$ cat src/rtl/mem_arb_pkg.sv
// mem_arb_pkg -- shared types for the memory-port arbiter.
//   arb_state_t : arbiter FSM encoding (IDLE, ISSUE, WAIT, RESP)
//   arb_gnt_t   : requester identity used for grant / ownership
package mem_arb_pkg;

  typedef enum logic [1:0] {
    IDLE  = 2'd0,
    ISSUE = 2'd1,
    WAIT  = 2'd2,
    RESP  = 2'd3
  } arb_state_t;

  typedef enum logic {
    GNT_ICACHE = 1'b0,
    GNT_DCACHE = 1'b1
  } arb_gnt_t;

endpackage

$ cat src/rtl/mem_arb_slot.sv
// mem_arb_slot -- one requester's pending slot.
// Ports:
//   clk, rst_n            clock, synchronous active-low reset
//   strobe/addr/wdata/rw  incoming request, latched when accepted
//   clear                 arbiter is in RESP for this slot (retire it)
//   capture, rdata_in     memory completion for this slot
//   pending               slot holds an unserved request
//   addr_q/wdata_q/rw_q   latched request
//   rdata_q               last captured read line (held between transactions)
module mem_arb_slot #(
  parameter int ADDR_WIDTH = 32,
  parameter int DATA_WIDTH = 256
) (
  input  logic                  clk,
  input  logic                  rst_n,
  input  logic                  strobe,
  input  logic [ADDR_WIDTH-1:0] addr,
  input  logic [DATA_WIDTH-1:0] wdata,
  input  logic                  rw,
  input  logic                  clear,
  input  logic                  capture,
  input  logic [DATA_WIDTH-1:0] rdata_in,
  output logic                  pending,
  output logic [ADDR_WIDTH-1:0] addr_q,
  output logic [DATA_WIDTH-1:0] wdata_q,
  output logic                  rw_q,
  output logic [DATA_WIDTH-1:0] rdata_q
);

  // A busy slot ignores strobes, except in its RESP cycle where the new
  // request replaces the retiring one (set wins over clear).
  logic accept;
  assign accept = strobe && (!pending || clear);

  always_ff @(posedge clk) begin
    if (!rst_n) begin
      pending <= 1'b0;
      addr_q  <= '0;
      wdata_q <= '0;
      rw_q    <= 1'b0;
      rdata_q <= '0;
    end else begin
      if (accept) begin
        pending <= 1'b1;
        addr_q  <= addr;
        wdata_q <= wdata;
        rw_q    <= rw;
      end else if (clear) begin
        pending <= 1'b0;
      end
      // Write completions carry no data; keep the previous read line.
      if (capture && !rw_q)
        rdata_q <= rdata_in;
    end
  end

endmodule

$ cat src/rtl/mem_arbiter.sv
// mem_arbiter -- shares one memory port between icache (read-only) and
// dcache (read/write). Each requester owns one pending slot; the FSM
// IDLE -> ISSUE -> WAIT -> RESP serves one transaction at a time.
// Ports:
//   clk, rst_n                          clock, synchronous active-low reset
//   strobe/addr_icache_i                icache line-read request
//   rdata/done_icache_o                 icache response
//   strobe/addr/wdata/rw_dcache_i       dcache request (rw 1=write)
//   rdata/done_dcache_o                 dcache response
//   strobe/addr/wdata/rw_o              memory request (strobe one cycle)
//   rdata_i, done_i                     memory completion
// Config macro: MEM_ARB_RR_EN -- round-robin grant on simultaneous
// pending; when undefined dcache has fixed priority.
module mem_arbiter
  import mem_arb_pkg::*;
#(
  parameter int ADDR_WIDTH = 32,
  parameter int DATA_WIDTH = 256
) (
  input  logic                  clk,
  input  logic                  rst_n,
  input  logic                  strobe_icache_i,
  input  logic [ADDR_WIDTH-1:0] addr_icache_i,
  output logic [DATA_WIDTH-1:0] rdata_icache_o,
  output logic                  done_icache_o,
  input  logic                  strobe_dcache_i,
  input  logic [ADDR_WIDTH-1:0] addr_dcache_i,
  input  logic [DATA_WIDTH-1:0] wdata_dcache_i,
  input  logic                  rw_dcache_i,
  output logic [DATA_WIDTH-1:0] rdata_dcache_o,
  output logic                  done_dcache_o,
  output logic                  strobe_o,
  output logic [ADDR_WIDTH-1:0] addr_o,
  output logic [DATA_WIDTH-1:0] wdata_o,
  output logic                  rw_o,
  input  logic [DATA_WIDTH-1:0] rdata_i,
  input  logic                  done_i
);

  arb_state_t state, state_nxt;
  arb_gnt_t   owner, owner_nxt, gnt;
  logic       issue_load;

  logic                  ic_pend, dc_pend;
  logic [ADDR_WIDTH-1:0] ic_addr, dc_addr;
  logic [DATA_WIDTH-1:0] ic_wdata, dc_wdata;
  logic                  ic_rw, dc_rw;
  logic                  ic_cap, dc_cap, ic_clr, dc_clr;

  assign ic_cap = (state == WAIT) && done_i && (owner == GNT_ICACHE);
  assign dc_cap = (state == WAIT) && done_i && (owner == GNT_DCACHE);
  assign ic_clr = (state == RESP) && (owner == GNT_ICACHE);
  assign dc_clr = (state == RESP) && (owner == GNT_DCACHE);

  // icache is read-only: its slot carries a constant zero write line/rw.
  mem_arb_slot #(.ADDR_WIDTH(ADDR_WIDTH), .DATA_WIDTH(DATA_WIDTH)) u_ic_slot (
    .clk(clk), .rst_n(rst_n),
    .strobe(strobe_icache_i), .addr(addr_icache_i), .wdata('0), .rw(1'b0),
    .clear(ic_clr), .capture(ic_cap), .rdata_in(rdata_i),
    .pending(ic_pend), .addr_q(ic_addr), .wdata_q(ic_wdata), .rw_q(ic_rw),
    .rdata_q(rdata_icache_o)
  );

  mem_arb_slot #(.ADDR_WIDTH(ADDR_WIDTH), .DATA_WIDTH(DATA_WIDTH)) u_dc_slot (
    .clk(clk), .rst_n(rst_n),
    .strobe(strobe_dcache_i), .addr(addr_dcache_i), .wdata(wdata_dcache_i),
    .rw(rw_dcache_i),
    .clear(dc_clr), .capture(dc_cap), .rdata_in(rdata_i),
    .pending(dc_pend), .addr_q(dc_addr), .wdata_q(dc_wdata), .rw_q(dc_rw),
    .rdata_q(rdata_dcache_o)
  );

`ifdef MEM_ARB_RR_EN
  arb_gnt_t last_grant;

  always_ff @(posedge clk) begin
    if (!rst_n)          last_grant <= GNT_ICACHE;
    else if (issue_load) last_grant <= gnt;
  end

  // On contention, favour whichever port was not served last.
  always_comb begin
    gnt = GNT_ICACHE;
    if (ic_pend && dc_pend)
      gnt = (last_grant == GNT_DCACHE) ? GNT_ICACHE : GNT_DCACHE;
    else if (dc_pend)
      gnt = GNT_DCACHE;
  end
`else
  always_comb begin
    gnt = GNT_ICACHE;
    if (dc_pend) gnt = GNT_DCACHE;
  end
`endif

  always_comb begin
    state_nxt  = state;
    owner_nxt  = owner;
    issue_load = 1'b0;
    case (state)
      IDLE: if (ic_pend || dc_pend) begin
        owner_nxt  = gnt;
        issue_load = 1'b1;
        state_nxt  = ISSUE;
      end
      ISSUE: state_nxt = WAIT;
      WAIT:  if (done_i) state_nxt = RESP;
      RESP:  state_nxt = IDLE;
      default: state_nxt = IDLE;
    endcase
  end

  always_ff @(posedge clk) begin
    if (!rst_n) begin
      state <= IDLE;
      owner <= GNT_ICACHE;
    end else begin
      state <= state_nxt;
      owner <= owner_nxt;
    end
  end

  // Memory request and done pulses are registered one cycle ahead of the
  // state they belong to, so every output comes straight from a flop.
  always_ff @(posedge clk) begin
    if (!rst_n) begin
      strobe_o      <= 1'b0;
      addr_o        <= '0;
      wdata_o       <= '0;
      rw_o          <= 1'b0;
      done_icache_o <= 1'b0;
      done_dcache_o <= 1'b0;
    end else begin
      strobe_o      <= issue_load;
      done_icache_o <= ic_cap;
      done_dcache_o <= dc_cap;
      if (issue_load) begin
        addr_o  <= (gnt == GNT_DCACHE) ? dc_addr  : ic_addr;
        wdata_o <= (gnt == GNT_DCACHE) ? dc_wdata : ic_wdata;
        rw_o    <= (gnt == GNT_DCACHE) ? dc_rw    : ic_rw;
      end
    end
  end

endmodule

$ cat config.mk
export PLATFORM = sky130hd
export DESIGN_NAME = mem_arbiter
export DESIGN_NICKNAME = d
export VERILOG_FILES = /design/src/rtl/mem_arb_pkg.sv /design/src/rtl/mem_arb_slot.sv /design/src/rtl/mem_arbiter.sv
export SDC_FILE = /design/constraint.sdc
export NUM_CORES = 2
export LEC_CHECK = 0
export CAP_MARGIN = 15
export CORE_AREA = 2 2 539 541
export DETAILED_ROUTE_END_ITERATION = 10
export DIE_AREA = 0 0 541 543
export PLACE_DENSITY = 0.32
export SYNTH_ARGS = -nofsm -noshare
export SYNTH_HDL_FRONTEND = slang
export SYNTH_SLANG_ARGS = --single-unit
export TNS_END_PERCENT = 5
$ cat constraint.sdc
create_clock -name clk -period 2 [get_ports clk]
set_input_delay 0.4 -clock clk [delete_from_list [all_inputs] [get_ports clk]]
set_output_delay 0.4 -clock clk [all_outputs]
set_load 0.02 [all_outputs]
# Word-level counts from Yosys, hierarchy flattened
# Cells that the tools add are included.
# word_totals
out_inout_bits	804
ff_bits	1130
input_bits	582
word_cells	54
# op_classes
bitwise	1
mux	13
n_eq_ne	5
n_reduce_logical	19
# ops
operator	n
$mux W256	1
$mux W32	1
$logic_and A1 B1 Y1	8
$mux W1	8
$pmux W2 S4	1
$eq A2 B2 Y1 const B	2
$mux W2	2
$ne A2 B2 Y1 const B	2
$reduce_and A2 Y1	2
$reduce_bool A2 Y1	2
$logic_not A1 Y1	3
$logic_or A1 B1 Y1	3
$eq A2 B1 Y1 const B	1
$logic_not A2 Y1	1
$not A1 Y1	1

# Longest topological paths before layout
# logic_depth
depth_word	5
depth_mapped	9

# Hierarchy
# A second synthesis with hierarchy kept.
# unflattened
hier_cells	6053
area_unflattened_um2	55819.8
# modules_own_cells
module	n_inst	seq_area_each_um2	cells_each	area_each_um2
mem_arb_slot	2	10930.5	2368	21043.9
mem_arbiter	1	5905.7	1317	13731.9

# Worst setup path before layout
# OpenSTA, ideal clock, no wires.
# synth_timing
kind	register to register
startpoint	reg state[0]
endpoint	reg u_dc_slot.rdata_q[137]
arrival_ns	1.529
path_slack_ns	0.343
n_path_buf	4
path_stages_with_launch	10
cell_sequence	dfxtp_1 > inv_1 > ha_1 > nand4b_2 > buf_2 > buf_6 > buf_6 > buf_4 > nand3_1 > o21ai_1
# synth_between
elab_chain_len	4
# synth_rtl
item	line	source
start, declared	mem_arbiter.sv:40	arb_state_t state, state_nxt;
start signal, assigned	mem_arbiter.sv:118	state <= state_nxt;
$eq A2 B2 Y1	mem_arbiter.sv:51	assign dc_cap = (state == WAIT) && done_i && (owner == GNT_DCACHE);
$logic_and A1 B1 Y1 (2 in a row)	mem_arbiter.sv:51	
$logic_and A1 B1 Y1	mem_arb_slot.sv:52	if (capture && !rw_q)
end signal, assigned	mem_arb_slot.sv:53	rdata_q <= rdata_in;
end, declared	mem_arb_slot.sv:27	output logic [DATA_WIDTH-1:0] rdata_q
# No other way between the ends.
# A chain may end at the register's enable or synchronous reset.

# Final worst setup path
# layout_timing
startpoint	reg wdata_o[248]
endpoint	out wdata_o[248]
# layout_rtl
item	line	source
start, declared	mem_arbiter.sv:34	output logic [DATA_WIDTH-1:0] wdata_o,
start signal, assigned	mem_arbiter.sv:139	wdata_o <= (gnt == GNT_DCACHE) ? dc_wdata : ic_wdata;
# No word-level cell between the ends.

==> metrics.md <==
| Metric | Value |
|---|---|
| Drt pass-1 iters | 5 |
| Core Footprint | 0.2874 mm^2 |
| Clk_lat worst skew | 0.82 ns |
| Commonest cells post-synth | nand2_1 (1703), dfxtp_1 (1130), nand3_1 (513) |
| Total power | 64820 uW |
| Initial Utilization | 14.92% |
| Cells after DPL | 9916 |
| Hold WS | 0.1431 ns |
| Longest Clk Path Bufs | 4 |
| Setup ws final | 0.04177 ns |
| Clk_skew | 0.04740 ns |
| Crit path DAT | 1.56 ns |
| Largest net degree at the start of global routing | 97 |
| Row count | 197 |
| Hold path cells | 3 |
| Avg Cell Area, Syn | 8.642 um^2 |
| Pwr per Cell Area | 989.8 mW/mm^2 |
| Area fraction of the dominant cell type after synthesis | 52.77% |
| Status | finished, final reports clean |
| WP buf/inv | 1 |
| CP max-delay cell | clkdlybuf4s15_1 |
| Final hold vios | 0 |
| Synthesis-to-finish area growth | 52.75% |
| Worst Path Required | 1.60 ns |
| Final core occ | 22.79% |
| Nets@finish | 6877 |
| Total grt overflow | 0 |
| Clk pin slew, worst setup/hold paths | 0.06 ns |
| Delay-heaviest family, CP | buffers and inverters |
| I/O pins | 1386 |
| Die ar. | 0.2938 mm^2 |
| Layout cells sized above 1 | 13.22% |
| Final Setup Violations | 0 |
| Top FF cell, synth | dfxtp_1 |
| Slew Viols, Final | 0 |
| Clock Sinks | 1130 |
| CTS root buf | clkbuf_16 |
| Area of the mapped netlist | 0.04287 mm^2 |
| Chip height | 543 um |
| Slew @ Worst Pin | 0.5619 ns |
| Async SR Flop Fraction | 0% |
| Setup Buffers After CTS | 0 |
| Most common cell in the netlist | nand2_1 |
| Vias in the first global route | 39410 |
| WS Path Type | reg -> out |
| GRT Total Usage | 15.15% |
| CP Capture Type | output pin |
| CTS tree | yes |
| First-pass GRT wire length | 318600 um |
| Final WL | 232200 um |
| Routed vias | 39450 |
| Max-Cap Viols | 0 |
| Rel. slew slack | 62.54% |
| LEAKAGE | 0.02605 uW |
| Vias/cell | 3.862 |
| Startpoint Class | flop |
| Final Cycle Share | 97.91% |
| CTS Buf Count | 154 |
| Unique cell type count in the Yosys netlist | 28 |
| Die Wd | 541 um |
| Register area share after synthesis | 52.77% |
| F_max | 0.5107 GHz |
| Post-DRT Antenna Nets | 0 |
| Leading area contributor after synthesis | dfxtp_1 |
| Pre-CTS setup slack | -0.2161 ns |
| 1st-iter DRT viols | 2101 |
| DRC | 0 |
| RD Place Congestion | 0.8095 |
| Synth warn | 0 |
| Critical path, cell by cell | clkdlybuf4s15_1 |
| I/O Buffers | 1385 |
| RSZ-0062 raised after global routing | true |
| Post-synth EDFFs | 0 |
| Post-Synthesis Cells | 4961 |
| Dpl hpwl | 179900 um |
| #FFs+latches synth | 1130 |
| Top area cells in the synthesized netlist | dfxtp_1 (53%), nand2_1 (15%), mux2i_1 (8.3%) |
| Minimum clock period | 1.958 ns |
| Critical path depth | 1 |
| Post-Layout Cell Count | 10220 |
| CTS H-tree lvls | 4 |
| Initial antenna violation count | 95 |
| VDD IR max | 543.8 uV |
| Max stage delay on crit path | 0.42 ns |
| Worst r2r path cells | 7 |
| Min-delay worst type | in -> reg |
| CP max FO | 2 |
| Syn nets | 5546 |
| WL per Instance | 22.73 um |
-- layer usage --
layer,track usage [%],wire [um],vias up
met5,0,626,-
met1,17.40,94320,18640
met4,3.023,4809,100
li1,-,-,19150
met2,25.73,109600,1218
met3,6.838,22870,348
-- sequential cells by signal (all words and copies together) (netlist names), 2 cells and up --
| name | count |
|---|---|
| wdata_o | 256 |
| addr_o | 32 |
| u_dc_slot.addr_q | 32 |
| u_ic_slot.rdata_q | 256 |
| u_dc_slot.wdata_q | 256 |
| u_dc_slot.rdata_q | 256 |
| u_ic_slot.addr_q | 32 |
| state | 2 |
-- path summary, 6_finish.rpt --
kind	from	to	slack, ns
setup reg to reg	state[0]	u_ic_slot.rdata_q[114]	0.11
hold / removal	wdata_dcache_i[32]	u_dc_slot.wdata_q[32]	0.14
setup / recovery	wdata_o[248]	wdata_o[248]	0.04
hold reg to reg	wdata_o[214]	wdata_o[214]	0.45
-- kinds of logic after synthesis --
group,after synthesis,share of synthesized area [%]
flops,1130,52.77
mux,354,8.265
simple gates,2227,21.09
compound gates,810,12.88
buf+inv,437,4.909
fa+ha+maj,3,0.08756
-- placed cells by master (no fill, tap or decap), types with 5 or more instances in the layout --
master,n
a21boi_0,174
clkdlybuf4s15_2,37
clkinv_2,12
buf_2,65
dfxtp_1,1117
nand2_1,1703
clkbuf_8,39
buf_6,6
buf_4,147
o21ai_1,256
clkbuf_16,158
diode_2,28
clkinv_8,5
bufinv_16,7
clkbuf_2,249
nand3_1,513
clkbuf_1,43
buf_12,88
a21boi_1,341
o211a_1,32
mux2i_1,354
clkdlybuf4s50_1,580
clkdlybuf4s15_1,152
clkdlybuf4s18_2,5
dfxtp_2,12
dlygate4sd2_1,280
-- final cells by class --
class	instances	area, um^2
clock buffer	240	4652
antenna	28	70.07
timing repair buffer	1610	14760
inverter	2	7.507
fill	31620	221900
sequential	1130	22640
multi-input combinational	3394	18200
clock inverter	31	430.4
tap	3781	4731
-- stage by stage --
step	setup TNS, ns	cell area (um^2)
final	0	65490
after global routing	-0.1215	65440
after CTS	-20.21	66150
after detailed placement	-21.16	62170
after global placement	-13.81	62170
after floorplan	0	42870
-- timing repair --
action                                   CTS  global route
endpoints found under the setup margin   802           568
hold buffers                               1             0
resized for setup                       1158           657
hold endpoints to repair                   1             0
-- report_power, final --
group	switching, uW	leakage [uW]	internal, uW
Combinational	7470	0.0144	4390
Clock	11300	0.00248	16900
Sequential	892	0.00918	23900
Total	19600	0.0260	45200
-- worst register-to-register path: stages (launching register included) --
cell and delay [ns]:
dfxtp_1 0.33, inv_1 0.13, ha_2 0.28, and3b_4 0.25
buf_12 0.19, buf_12 0.37, nand2_1 0.11, a21boi_1 0.14
Note: power is estimated with default switching activity, not from simulation.
